<file path="config.mk">
export PLATFORM = sky130hd
export DESIGN_NAME = fetch_queue
export DESIGN_NICKNAME = d
export VERILOG_FILES = /design/src/rtl/fetch_queue.sv
export SDC_FILE = /design/constraint.sdc
export NUM_CORES = 1
export LEC_CHECK = 0
export ABC_CLOCK_PERIOD_IN_PS = 8080
export CAP_MARGIN = 15
export CORE_MARGIN = 4
export CORE_UTILIZATION = 59
export CTS_BUF_LIST = sky130_fd_sc_hd__clkbuf_16
export DETAILED_ROUTE_END_ITERATION = 16
export GPL_TIMING_DRIVEN = 0
export MAX_ROUTING_LAYER = met4
export PLACE_DENSITY_LB_ADDON = 0.12
export SYNTH_ARGS = -nofsm -noshare
export SYNTH_HDL_FRONTEND = slang
export SYNTH_SLANG_ARGS = --single-unit
</file>
<file path="constraint.sdc">
create_clock -name i_clk -period 8.08 [get_ports i_clk]
set_clock_uncertainty 0.15 [all_clocks]
set_input_delay 1.616 -clock i_clk [delete_from_list [all_inputs] [get_ports i_clk]]
set_output_delay 1.616 -clock i_clk [all_outputs]
set_load 0.02 [all_outputs]
</file>
<file path="src/rtl/fetch_queue.sv">
// Dual-lane circular instruction buffer sitting between fetch and decode.
// Accepts up to two packets per cycle and presents the two oldest in program order.
module fetch_queue #(
   parameter int DEPTH         = 8,
   parameter int DW            = 64,
   parameter int MACHINE_WIDTH = 2
) (
   input  logic                          i_clk,
   input  logic                          i_resetn,
   input  logic                          i_flush,
   input  logic [MACHINE_WIDTH-1:0]      i_in_valid,
   input  logic [MACHINE_WIDTH*DW-1:0]   i_in_data,
   output logic                          o_in_ready,
   output logic [MACHINE_WIDTH-1:0]      o_out_valid,
   output logic [MACHINE_WIDTH*DW-1:0]   o_out_data,
   input  logic                          i_out_ready,
   output logic [$clog2(DEPTH):0]        o_count
);

   localparam int AW = $clog2(DEPTH);
   localparam int CW = AW + 1;

   logic [AW-1:0] r_head;
   logic [AW-1:0] r_tail;
   logic [CW-1:0] r_count;
   logic [DW-1:0] r_mem [DEPTH];

   logic [CW-1:0] w_free;
   logic          w_inReady;
   logic [1:0]    w_outValid;
   logic [1:0]    w_enqN;
   logic [1:0]    w_deqN;
   logic [AW-1:0] w_headPlus1;
   logic [AW-1:0] w_tailPlus1;

   // in_ready looks only at the registered count, so a pair never splits across a stall
   always_comb begin
      w_free      = CW'(DEPTH) - r_count;
      w_inReady   = (w_free >= CW'(2));
      w_outValid  = 2'b00;
      w_enqN      = 2'd0;
      w_deqN      = 2'd0;
      w_headPlus1 = r_head + AW'(1);
      w_tailPlus1 = r_tail + AW'(1);
      if (!i_flush) begin
         w_outValid = {(r_count >= CW'(2)), (r_count >= CW'(1))};
      end
      if (w_inReady) begin
         w_enqN = {1'b0, i_in_valid[0]} + {1'b0, i_in_valid[1]};
      end
      if (i_out_ready) begin
         w_deqN = {1'b0, w_outValid[0]} + {1'b0, w_outValid[1]};
      end
   end

   always_ff @(posedge i_clk) begin
      if (!i_resetn || i_flush) begin
         r_head  <= '0;
         r_tail  <= '0;
         r_count <= '0;
      end else begin
         r_head  <= r_head + AW'(w_deqN);
         r_tail  <= r_tail + AW'(w_enqN);
         r_count <= r_count + CW'(w_enqN) - CW'(w_deqN);
      end
   end

   // Storage is deliberately not reset; occupancy alone decides what is visible
   always_ff @(posedge i_clk) begin
      if (i_resetn && !i_flush) begin
         if (w_enqN != 2'd0) begin
            r_mem[r_tail] <= i_in_data[DW-1:0];
         end
         if (w_enqN == 2'd2) begin
            r_mem[w_tailPlus1] <= i_in_data[2*DW-1:DW];
         end
      end
   end

   assign o_in_ready  = w_inReady;
   assign o_out_valid = w_outValid;
   assign o_out_data  = {r_mem[w_headPlus1], r_mem[r_head]};
   assign o_count     = r_count;

endmodule

</file>
==> metrics.txt <==
status finished, final reports clean; Worst Setup End Kind output port; Final Instance Area 36700 sq um; gr ovfl total 0; Final HPWL DP 57800 microns; layout cells sized above 1 49.2%; Worst-Margin Slew 993 ps; Core Footprint 51300 sq um; Root Buffer clkbuf_16; largest net degree at the start of global routing 23; CTS H-tree depth 2; DIE WIDTH 235 microns; Final Routed Wirelength 87600 microns; cell family with most CP delay buffers and inverters; register area share after synthesis 51.0%; commonest non-fill, non-tap cell in the layout edfxtp_1; clock latency on the worst-skew pair 620 ps; Fin. Hold Viols 0; first-pass GRT wire length 128000 microns; Tot Pwr 8110 uW; I/O pin count 269; FF+latch count, synth 522; clk sinks 522; Area growth syn-to-layout 20.1%; Max Clk Rate 165 MHz; PwrDens 221 nW/um^2; element type at the critical path start register; Initial Util 59.5%; Crit Path Category reg -> out; CP startpoint r_head[0]; number of global-route vias before repair 19700; critical path arrival 4280 ps; Die Y 235 microns; final antenna-violating net count 0; drc violations 0; CP bufs+invs 5; Initial DRC Count 1953; min-delay src r_tail[0]; final slew viol count 0; unrepaired setup endpoints after global routing false; syn nets 1796; fin crit period 6050 ps; critical path cell sequence clkbuf_1 -> buf_2 -> clkbuf_1 -> clkbuf_1 -> mux4_2 -> mux2_2 -> clkdlybuf4s50_1; number of warnings issued by yosys 0; endpoint required time on the critical path 6310 ps; Placement Cell Area 34800 sq um; Final setup viols 0; top cell type's share of synthesized area 50.4%; CTS max path bufs 3; post-synth top area cell edfxtp_1; Hold Path Cell Cnt 2; cell count of the worst reg-to-reg path 11; Avg Cell Area, Syn 18.6 sq um; Post-CTS Hold Fix Bufs 0; ranking of synthesized cells by area edfxtp_1 50%, mux4_2 19%, mux2_2 16%; worst hold path class reg -> reg; Filler cells 3323; drt wl/cell 31.9 microns; gr usage total 32.1%; post-CTS setup buffer count 0; Worst VDD drop 180 uV; row count 83; WP depth 7; via count 18500; commonest non-fill, non-tap cells in the layout 512 x edfxtp_1, 441 x mux2_2, 268 x clkdlybuf4s50_1; critical path fanouts, max 10; Yosys cell types 43; initial antenna violation count 18; I/O Buffers 268; Clock transition at path regs 60 ps; Gates resized, CTS repair 0; P_leak 0.0121 uW; setup TNS 0 ps; number of CTS-inserted buffers 56; vias per std cell 6.73; Critical-path top delay cell clkbuf_1; TritonCTS clock tree yes; drt first pass iters 7; crit-path max cell delay 710 ps; Max Cap Viol 0; Most common cell on crit path clkbuf_1; Mapped Cells 1643; GP Congestion 0.813; final period utilization 74.8%; Net count, final 2153; RR Startpoint o_count[1]; worst slew margin relative to its limit 33.8%; mapped cell area 30500 sq um; Die ar. 55500 sq um
[worst paths after layout]
check	endpoint	slack, ps
max	o_out_data[112]	2030
min	r_tail[0]	480
max reg2reg	r_mem[5][33]	4580
min reg2reg	r_tail[0]	480
[stage by stage]
stage / hold slack, ps / setup slack, ps / std cells / util, %
floorplan: 428 / 609 / 1643 / -
global placement: 446 / -5690 / 2591 / 66.4
detailed placement: 466 / 2660 / 2620 / 67.9
CTS: 485 / 1980 / 2725 / 71.3
global route: 527 / 1880 / 2745 / 71.5
finish: 479 / 2030 / 2746 / 71.5
[cell type report]
| cell class | count | area [sq um] | share of cell area, % |
|---|---|---|---|
| sequential | 522 | 15600 | 42.5 |
| multi-input combinational | 980 | 14100 | 38.6 |
| timing repair buffer | 299 | 3390 | 9.25 |
| clock buffer | 57 | 1430 | 3.89 |
| buffer | 127 | 855 | 2.33 |
| tap | 680 | 851 | 2.32 |
| clock inverter | 48 | 317 | 0.863 |
| inverter | 14 | 57.6 | 0.157 |
| antenna | 19 | 47.5 | 0.130 |
[worst min-delay path, cell delays in order, from the launching register on]
cell,delay [ps]
dfxtp_1,360
ha_1,140
and2_1,100
[cells by family (layout without fill, tap and decap cells)]
logic type               Yosys count  count (layout)  share of synthesized area, %
AO/OA/AOI/OAI                     14              14                         0.307
XOR/XNOR                           7               7                         0.201
multiplexers                     896             896                          43.7
flip-flops                       522             522                          51.0
adder cells (fa/ha/maj)           19              19                         0.877
buffers and inverters            141             545                          2.99
AND/OR/NAND/NOR                   44              44                         0.930
other                              0              19                             0
[flip-flops by register name (all words and copies together) (netlist names)]
signal / cells
o_count: 4
r_head: 3
r_mem: 512
r_tail: 3
[power by group]
| group | total (uW) | internal [uW] | switching, uW |
|---|---|---|---|
| Combinational | 2470 | 1250 | 1220 |
| Clock | 2490 | 1400 | 1090 |
| Sequential | 3150 | 3090 | 52.8 |
[routing by layer]
layer	up-vias	global-route usage (%)	routed length [microns]
li1	7631	-	-
met1	9756	40.7	33100
met2	960	52.7	44500
met3	133	6.75	7500
met4	0	10.3	2400
met5	-	-	0
[synth_stat cells (all sizes together)]
master / n
mux2: 640
edfxtp: 512
mux4: 256
buf: 92
clkbuf: 35
ha: 15
inv: 14
dfxtp: 10
nor2: 10
and2: 8
fa: 4
nor3: 4
o21bai: 4
xnor2: 4
nand2b: 3
nand3: 3
nand3b: 3
o21ai: 3
xor2: 3
a31oi: 2
and3: 2
nand2: 2
nand4: 2
nor2b: 2
o22ai: 2
a21o: 1
a21oi: 1
nand4bb: 1
nor3b: 1
nor4bb: 1
o2111a: 1
or2: 1
or4: 1
Power figures use the tool's default switching activity.
